<file path="config.mk">
export PLATFORM = sky130hd
export DESIGN_NAME = spi_req_arbiter
export DESIGN_NICKNAME = d
export VERILOG_FILES = /design/src/rtl/spi_ctrl_pkg.sv /design/src/rtl/spi_rr_pick.sv /design/src/rtl/spi_req_arbiter.sv
export SDC_FILE = /design/constraint.sdc
export NUM_CORES = 1
export LEC_CHECK = 0
export CORE_ASPECT_RATIO = 0.7
export CORE_UTILIZATION = 47
export CTS_CLUSTER_SIZE = 30
export DETAILED_ROUTE_END_ITERATION = 6
export HOLD_SLACK_MARGIN = 0.1
export MAX_ROUTING_LAYER = met4
export PLACE_DENSITY = 0.88
export SLEW_MARGIN = 25
export SYNTH_ARGS = -nofsm -noshare
export SYNTH_HDL_FRONTEND = slang
export SYNTH_HIERARCHICAL = 1
export SYNTH_SLANG_ARGS = --single-unit
export TNS_END_PERCENT = 10
</file>
<file path="constraint.sdc">
create_clock -name clk -period 4.2 [get_ports clk]
set_clock_uncertainty 0.05 [all_clocks]
set_input_delay 0.84 -clock clk [delete_from_list [all_inputs] [get_ports clk]]
set_output_delay 0.84 -clock clk [all_outputs]
set_load 0.02 [all_outputs]
</file>
<file path="src/rtl/spi_ctrl_pkg.sv">
// Shared types and helpers for the SPI request arbiter slice.
package spi_ctrl_pkg;

    typedef enum logic [2:0] {
        IDLE,
        START,
        WAIT_DONE,
        TIMEOUT,
        RELEASE
    } state_t;

    localparam int DEF_DATA_W = 12;

    function automatic int owner_w(input int n);
        return (n > 1) ? $clog2(n) : 1;
    endfunction

endpackage

</file>
<file path="src/rtl/spi_rr_pick.sv">
// Combinational round-robin picker: first asserted req after ptr wins.
module spi_rr_pick #(
    parameter int NUM_REQ = 4,
    parameter int IDX_W   = 2
) (
    input  logic [NUM_REQ-1:0] req,
    input  logic [IDX_W-1:0]   ptr,
    output logic [NUM_REQ-1:0] winner,
    output logic [IDX_W-1:0]   winner_idx,
    output logic               valid
);

    logic [IDX_W-1:0] cand;

    always_comb begin
        winner     = '0;
        winner_idx = '0;
        valid      = 1'b0;
        cand       = '0;
        // k = 1..NUM_REQ visits ptr+1 first and ptr itself last
        for (int unsigned k = 1; k <= NUM_REQ; k++) begin
            cand = IDX_W'((32'(ptr) + k) % NUM_REQ);
            if (!valid && req[cand]) begin
                valid         = 1'b1;
                winner[cand]  = 1'b1;
                winner_idx    = cand;
            end
        end
    end

endmodule

</file>
<file path="src/rtl/spi_req_arbiter.sv">
// Round-robin sharing of one SPI master between NUM_REQ requesters,
// with start handshake, completion tracking and timeout recovery.
module spi_req_arbiter
    import spi_ctrl_pkg::*;
#(
    parameter int NUM_REQ  = 4,
    parameter int DATA_W   = DEF_DATA_W,
    parameter int START_TO = 255,
    parameter int XFER_TO  = 1023
) (
    input  logic                      clk,
    input  logic                      rst,
    input  logic [NUM_REQ-1:0]        req,
    input  logic [NUM_REQ*DATA_W-1:0] req_data,
    output logic [NUM_REQ-1:0]        grant,
    output logic [NUM_REQ-1:0]        done,
    output logic                      err,
    output logic                      m_new_data,
    output logic [DATA_W-1:0]         m_din,
    input  logic                      m_busy
);

    localparam int OW    = owner_w(NUM_REQ);
    localparam int CNT_W = $clog2(XFER_TO + 1);
    localparam logic [CNT_W-1:0] START_LIM = CNT_W'(START_TO);
    localparam logic [CNT_W-1:0] XFER_LIM  = CNT_W'(XFER_TO);

    state_t             state, state_n;
    logic [CNT_W-1:0]   cnt, cnt_n;
    logic [OW-1:0]      ptr, ptr_n;
    logic [NUM_REQ-1:0] grant_n, done_n;
    logic               err_n, new_n;
    logic [DATA_W-1:0]  din_n;
    logic [NUM_REQ-1:0] pick_hot;
    logic [OW-1:0]      pick_idx;
    logic               pick_valid;
    logic [NUM_REQ-1:0] owner_hot;

    spi_rr_pick #(
        .NUM_REQ (NUM_REQ),
        .IDX_W   (OW)
    ) u_pick (
        .req        (req),
        .ptr        (ptr),
        .winner     (pick_hot),
        .winner_idx (pick_idx),
        .valid      (pick_valid)
    );

    // ptr doubles as the owner register: it only moves on grant
    assign owner_hot = NUM_REQ'(1) << ptr;

    always_ff @(posedge clk) begin
        if (rst) begin
            state      <= IDLE;
            cnt        <= '0;
            ptr        <= OW'(NUM_REQ - 1);
            grant      <= '0;
            done       <= '0;
            err        <= 1'b0;
            m_new_data <= 1'b0;
            m_din      <= '0;
        end else begin
            state      <= state_n;
            cnt        <= cnt_n;
            ptr        <= ptr_n;
            grant      <= grant_n;
            done       <= done_n;
            err        <= err_n;
            m_new_data <= new_n;
            m_din      <= din_n;
        end
    end

    // Outputs are computed for the state being entered, so they register in step with it.
    always_comb begin
        state_n = state;
        cnt_n   = cnt;
        ptr_n   = ptr;
        din_n   = m_din;
        grant_n = '0;
        done_n  = '0;
        err_n   = 1'b0;
        new_n   = 1'b0;
        case (state)
            IDLE: begin
                if (pick_valid && !m_busy) begin
                    state_n = START;
                    cnt_n   = '0;
                    ptr_n   = pick_idx;
                    din_n   = req_data[pick_idx*DATA_W +: DATA_W];
                    grant_n = pick_hot;
                    new_n   = 1'b1;
                end
            end
            START: begin
                new_n = 1'b1;
                if (m_busy) begin
                    state_n = WAIT_DONE;
                    cnt_n   = '0;
                    new_n   = 1'b0;
                end else if (cnt >= START_LIM) begin
                    state_n = TIMEOUT;
                    cnt_n   = '0;
                    new_n   = 1'b0;
                    done_n  = owner_hot;
                    err_n   = 1'b1;
                end else begin
                    cnt_n = cnt + CNT_W'(1);
                end
            end
            WAIT_DONE: begin
                if (!m_busy) begin
                    state_n = RELEASE;
                    cnt_n   = '0;
                    done_n  = owner_hot;
                end else if (cnt >= XFER_LIM) begin
                    state_n = TIMEOUT;
                    cnt_n   = '0;
                    done_n  = owner_hot;
                    err_n   = 1'b1;
                end else begin
                    cnt_n = cnt + CNT_W'(1);
                end
            end
            TIMEOUT: begin
                state_n = RELEASE;
                cnt_n   = '0;
            end
            RELEASE: begin
                if (!m_busy) begin
                    state_n = IDLE;
                    cnt_n   = '0;
                end else if (cnt != '1) begin
                    cnt_n = cnt + CNT_W'(1);
                end
            end
            default: begin
                state_n = IDLE;
                cnt_n   = '0;
            end
        endcase
    end

endmodule

</file>
# Word-level counts from Yosys, hierarchy flattened
# Cells that the tools add are included.
# W data, S select, Z words.
word_totals:
  register_bits: 37
  inputBits: 55
  elab_cells: 115
op_classes:
  n_eq_ne: 10
  n_bitwise: 5
  n_reduce_logical: 17
  magnitude_cmp: 10
  shift: 2
  n_addsub: 5
  n_mul: 1
  muxes: 57
ops:
  columns: ["op", "n"]
  rows:
  - ["$mux W10", 7]
  - ["$shiftx A48 B7 Y12", 1]
  - ["$pmux W10 S4", 1]
  - ["$mux W4", 8]
  - ["$mux W1", 19]
  - ["$mux W3", 6]
  - ["$pmux W3 S5", 1]
  - ["$lt A2 B3 Y1 const B", 4]
  - ["$or A4 B4 Y4", 3]
  - ["$add A10 B1 Y10 const B", 1]
  - ["$ge A10 B10 Y1 const B", 1]
  - ["$ge A10 B8 Y1 const B", 1]
  - ["$ne A10 B10 Y1 const B", 1]
  - ["$ne A3 B3 Y1 const B", 3]
  - ["$bmux W1 S2", 4]
  - ["$demux W1 S2", 4]
  - ["$ge A2 B1 Y1 const B", 4]
  - ["$logic_and A1 B1 Y1", 8]
  - ["$mux W2", 4]
  - ["$pmux W4 S2", 1]
  - ["$eq A3 B2 Y1 const B", 2]
  - ["$add A2 B1 Y2 const B", 2]
  - ["$add A2 B2 Y2 const B", 2]
  - ["$logic_not A1 Y1", 4]
  - ["11 further kinds", 15]

# Logic depth before layout (Yosys ltp)
logic_depth:
  depth_word: 16
  depth_mapped: 13
  depth_no_buf: 9

# Cells and area by module
# The synthesis kept the hierarchy.
modules_own_cells:
  columns: ["module", "seq_area_each_um2", "instances", "area_each_um2", "cells_each"]
  rows:
  - ["spi_req_arbiter", 740.7, 1, 1899.3, 208]
  - ["spi_rr_pick", 0.0, 1, 629.4, 86]

# Least setup slack after synthesis
# Ideal clock, no wire load.
synth_timing:
  kind: "reg2reg"
  from: "reg ptr[0]"
  to: "reg m_din[0]"
  t_arrival_ps: 3563
  stages_incl_launch_ff: 14
  path_slack_ps: 455
  synth_period_minus_slack_ps: 3745
  path_buffers: 4
  cell_sequence: "dfxtp_1 buf_6 buf_2 inv_1 ha_1 clkbuf_1 a21oi_1 a211oi_1 a311o_1 a221oi_1 buf_2 mux4_2 nand2_1 a21oi_1"
synth_between:
  elab_chain_cells: 15
synth_lines:
  columns: ["item", "line", "text"]
  rows:
  - ["start, declared", "spi_req_arbiter.sv:30", "logic [OW-1:0] ptr, ptr_n;"]
  - ["start signal, assigned", "spi_req_arbiter.sv:57", "ptr <= OW'(NUM_REQ - 1);"]
  - ["start signal, assigned", "spi_req_arbiter.sv:66", "ptr <= ptr_n;"]
  - ["$add A2 B1 Y2", "spi_rr_pick.sv:22", "cand = IDX_W'((32'(ptr) + k) % NUM_REQ);"]
  - ["$bmux W1 S2", "spi_rr_pick.sv:23", "if (!valid && req[cand]) begin"]
  - ["$mux W1 (implied by the code)", "spi_rr_pick.sv:23", null]
  - ["$mux W1", "spi_rr_pick.sv:23", null]
  - ["$logic_not A1 Y1", "spi_rr_pick.sv:23", null]
  - ["$logic_and A1 B1 Y1", "spi_rr_pick.sv:23", null]
  - ["$mux W1", "spi_rr_pick.sv:23", null]
  - ["$logic_not A1 Y1", "spi_rr_pick.sv:23", null]
  - ["$logic_and A1 B1 Y1", "spi_rr_pick.sv:23", null]
  - ["$mux W1", "spi_rr_pick.sv:23", null]
  - ["$logic_not A1 Y1", "spi_rr_pick.sv:23", null]
  - ["$logic_and A1 B1 Y1", "spi_rr_pick.sv:23", null]
  - ["$mux W2 *", "spi_rr_pick.sv:23", null]
  - ["via pick_idx[0]", "spi_req_arbiter.sv:35", "logic [OW-1:0] pick_idx;"]
  - ["$mul A2 B2 Y4 *", "spi_req_arbiter.sv:91", "din_n = req_data[pick_idx*DATA_W +: DATA_W];"]
  - ["$shiftx A48 B7 Y12 *", "spi_req_arbiter.sv:91", null]
  - ["end signal, assigned", "spi_req_arbiter.sv:71", "m_din <= din_n;"]
  - ["end, declared", "spi_req_arbiter.sv:19", "output logic [DATA_W-1:0] m_din,"]
# The timed path passes the listed nets; every way through them passes the cells marked *. The select of a mux whose other input is x is not followed.
# A chain may end at the register's enable or synchronous reset.

# Final worst setup path
layout_timing:
  from: "in req[0]"
  to: "reg m_din[1]"
layout_between:
  elab_chain_cells: 14
layout_lines:
  columns: ["item", "line", "text"]
  rows:
  - ["start, declared", "spi_req_arbiter.sv:13", "input logic [NUM_REQ-1:0] req,"]
  - ["$bmux W1 S2", "spi_rr_pick.sv:23", null]
  - ["$mux W1 (implied by the code)", "spi_rr_pick.sv:23", null]
  - ["$mux W1", "spi_rr_pick.sv:23", null]
  - ["$logic_not A1 Y1", "spi_rr_pick.sv:23", null]
  - ["$logic_and A1 B1 Y1", "spi_rr_pick.sv:23", null]
  - ["$mux W1", "spi_rr_pick.sv:23", null]
  - ["$logic_not A1 Y1", "spi_rr_pick.sv:23", null]
  - ["$logic_and A1 B1 Y1", "spi_rr_pick.sv:23", null]
  - ["$mux W1", "spi_rr_pick.sv:23", null]
  - ["$logic_not A1 Y1", "spi_rr_pick.sv:23", null]
  - ["$logic_and A1 B1 Y1", "spi_rr_pick.sv:23", null]
  - ["$mux W2 *", "spi_rr_pick.sv:23", null]
  - ["via pick_idx[0]", "spi_req_arbiter.sv:35", null]
  - ["$mul A2 B2 Y4 *", "spi_req_arbiter.sv:91", null]
  - ["$shiftx A48 B7 Y12 *", "spi_req_arbiter.sv:91", null]
# Marks and branches as above.

==> impl_metrics.yaml <==
yosys:
  synth_compound_area_frac: 0.186
  synth_xor_area_frac: 0.0139
  synth_area_leaders: "dfxtp_1 (29%), mux4_2 (12%), nand2_1 (7.6%)"
  synth_area_um2: 2530
  synthAdderAreaFrac: 0.0445
  ys_seq_elements: 37
  synth-edff-count: 0
  synthSimpleGateAreaFrac: 0.264
  ys.flop_type: "dfxtp_1"
  yosysTopAreaCell: "dfxtp_1"
  synth.avg_cell_area_um2: 8.60
  synth_cells: 294
  syn-num-nets: 358
  synth_warnings: 6
  synth_top_family_by_area: "simple AND/OR/NAND/NOR gates"
  synth_cell_types: 49
  synth.area.mux_share: 0.141
  yosysSeqAreaShare: 0.293
  synth_top_area_share: 0.293
  synth-async-reset-ratio: 0
timing:
  rsz0062_at_grt: "no"
  min_period_ns: 3.24
  fin_crit_sh: 0.772
  worstMarginPinSlew_ns: 0.682
  slew_violations: 0
  fmax_mhz: 309
  relSlewSlack: 0.545
  setup_violations: 0
  fin_hold_ws_ns: 0.405
  setup-tns-final_ns: 0
  hold_viol: 0
grt:
  grt_max_degree: 25
  grt_usage: 0.269
  overflow: 0
  grt_pass1_wl_mm: 11.3
  grt_pass1_vias: 2389
  antenna_found_initial: 0
drt:
  drtPass1Iterations: 5
  first_iter_violations: 209
  ant_nets: 0
  route.detailed.drc: 0
  num_vias: 2548
  wl_mm: 6.83
  post_drt_wl_per_cell_um: 15.8
  via_per_inst: 5.88
power:
  swShare: 0.318
  internal-power_w: 0.000774
  clkPwrFrac: 0.289
  p_switching_w: 0.000362
  pwr-share-comb: 0.367
  p_per_area_nw_per_um2: 331
  seqPwrFrac: 0.343
  cellLeakagePower_nw: 1.28
  ir_drop_mv: 0.202
cells_and_area:
  nFillCells: 368
  finalNonFillerCells: 433
  diodes: 0
  area_growth_pct: 35.9
  final_util: 0.692
  final_cell_area_um2: 3440
  drive_gt1_frac: 0.0989
  fin_nets: 427
setup_path:
  critPathMaxStageDelay_ns: 0.61
  required_ns: 4.34
  crit_slowest_cell: "clkdlybuf4s50_1"
  critical_path.top_delay_family: "buffers and inverters"
  worstPathArrival_ns: 3.38
  critPathMaxFanout: 12
  worstSetupPathType: "in -> reg"
  worstSetupEndpointType: "flop"
  worst_setup_path_start_kind: "input pin"
  path_cells: "clkdlybuf4s50_1 -> mux2i_1 -> a211oi_1 -> a311o_1 -> a221oi_2 -> buf_4 -> mux4_2 -> nand2_1 -> a21oi_1"
  path_buf_inv: 2
clocking:
  cts.sinks: 37
  cts_tree: "done"
  cts_root_buf: "clkbuf_8"
  cts_buffer_depth: 2
  post_cts.repair.setup_buffers: 0
  post_cts_resized: 0
  clk_latency_ns: 0.30
  path_clk_slew_ns: 0.08
  htreeDepth: 2
  holdBufCountCts: 0
  cts_buffers: 5
placed_design:
  port_buffers: 76
  dpl.cell_count: 425
  globalplace.congestion: 0.980
  place_hpwl_mm: 5.05
  place_area_um2: 3320
floorplanning:
  ios: 77
  fp.dieArea_um2: 5680
  rows: 21
  initial_utilization: 0.509
  die-height_um: 63.4
  core_area_um2: 4970
  die_x_um: 89.7
min_path:
  hp-class: "reg -> reg"
outcome:
  status: "completed"
job:
  max_cap_viol_count: 0
==> sequential cells by signal, summed over array words and instances (netlist names) <==
| name | flops |
|---|---|
| cnt | 10 |
| err | 1 |
| grant | 4 |
| m_din | 12 |
| done | 4 |
| state | 3 |
| ptr | 2 |
| m_new_data | 1 |
==> area by class of cell <==
class                      count  area [µm²]  share of cell area
timing repair buffer          81         798               0.232
inverter                      11        41.3              0.0120
clock buffer                   7        86.3              0.0251
tap                           69        86.3              0.0251
multi-input combinational    227        1650               0.481
clock inverter                 1        30.0             0.00874
sequential                    37         741               0.216
==> layer usage <==
layer  up-vias  routed length, µm  part of all wire  track usage
met1      1165               3010              0.44        0.355
met5         -                  0                 0            -
met2       138               3160              0.46        0.402
met3        15                542             0.079       0.0655
li1       1230                  -                 -            -
met4         0                119             0.017       0.0893
==> worst reg2reg max path: stages (launching register included) <==
cell and delay [ns]:
dfxtp_1 0.33, inv_1 0.14, ha_1 0.55, inv_1 0.23
a311o_1 0.33, a221oi_2 0.27, buf_4 0.30, mux4_2 0.52
nand2_1 0.09, a21oi_1 0.07
==> power by group through the flow <==
stage | sequential (W) | combinational [W] | clock (W)
final | 0.000390 | 0.000417 | 0.000329
after CTS | 0.000390 | 0.000414 | 0.000330
after global routing | 0.000393 | 0.000455 | 0.000349
after floorplan | 0.000421 | 0.000252 | 0
after detailed placement | 0.000398 | 0.000411 | 0
after global placement | 0.000398 | 0.000403 | 0
==> placed cells by master, fill, tap and decap left out, types with 2 or more instances in the layout <==
cell type | synthesis | final
a2111o_1 | 4 | 4
a211oi_1 | 8 | 7
a21oi_1 | 23 | 23
a31oi_1 | 7 | 7
and3_1 | 8 | 8
buf_4 | 1 | 5
clkbuf_8 | 0 | 6
clkdlybuf4s50_1 | 0 | 76
dfxtp_1 | 37 | 37
ha_1 | 9 | 9
inv_1 | 11 | 11
mux2i_1 | 3 | 3
mux4_2 | 14 | 14
nand2_1 | 51 | 51
nand2b_1 | 6 | 6
nand3_1 | 11 | 11
nand3b_1 | 2 | 2
nand4_1 | 7 | 7
nor2_1 | 18 | 18
nor2b_1 | 3 | 3
nor3_1 | 3 | 3
nor4b_1 | 2 | 2
o211ai_1 | 6 | 6
o21ai_0 | 7 | 7
o311ai_0 | 2 | 2
o31ai_1 | 5 | 5
or3_1 | 4 | 4
xor2_1 | 4 | 4
==> synth_stat cells, types with 2 or more instances <==
master,number
nand3b_1,2
mux4_2,14
o21ai_0,7
xor2_1,4
a211oi_1,8
nor4b_1,2
buf_2,6
or3_1,4
nand4_1,7
ha_1,9
inv_1,11
dfxtp_1,37
and3_1,8
a2111o_1,4
nand2_1,51
mux2i_1,3
clkbuf_1,9
a31oi_1,7
o211ai_1,6
nor3_1,3
a21oi_1,23
o311ai_0,2
nand2b_1,6
buf_6,3
nor2b_1,3
nand3_1,11
o31ai_1,5
nor2_1,18
==> stage by stage <==
stage	setup slack, ns	total power (W)
2_1_floorplan	0.455	0.000672
3_3_place_gp	0.764	0.000801
3_5_place_dp	0.673	0.000809
4_1_cts	0.979	0.00113
5_1_grt	0.828	0.00120
6_report	0.959	0.00114
==> cell families after synthesis <==
logic type | Yosys count
AND/OR/NAND/NOR | 126
AO/OA/AOI/OAI | 70
flip-flops | 37
buffers and inverters | 30
multiplexers | 18
adder cells (fa/ha/maj) | 9
XOR/XNOR | 4
==> path summary, 6_finish.rpt <==
kind                                from  endpoint  slack [ns]  depth (start not counted)
worst max register to register    ptr[1]  m_din[1]        1.23                          9
worst min register to register  m_din[6]  m_din[6]        0.40                          2
worst max-delay path              req[0]  m_din[1]        0.96                          9
worst min-delay path            m_din[6]  m_din[6]        0.40                          2
No activity file was read; power rests on OpenSTA's default activity.
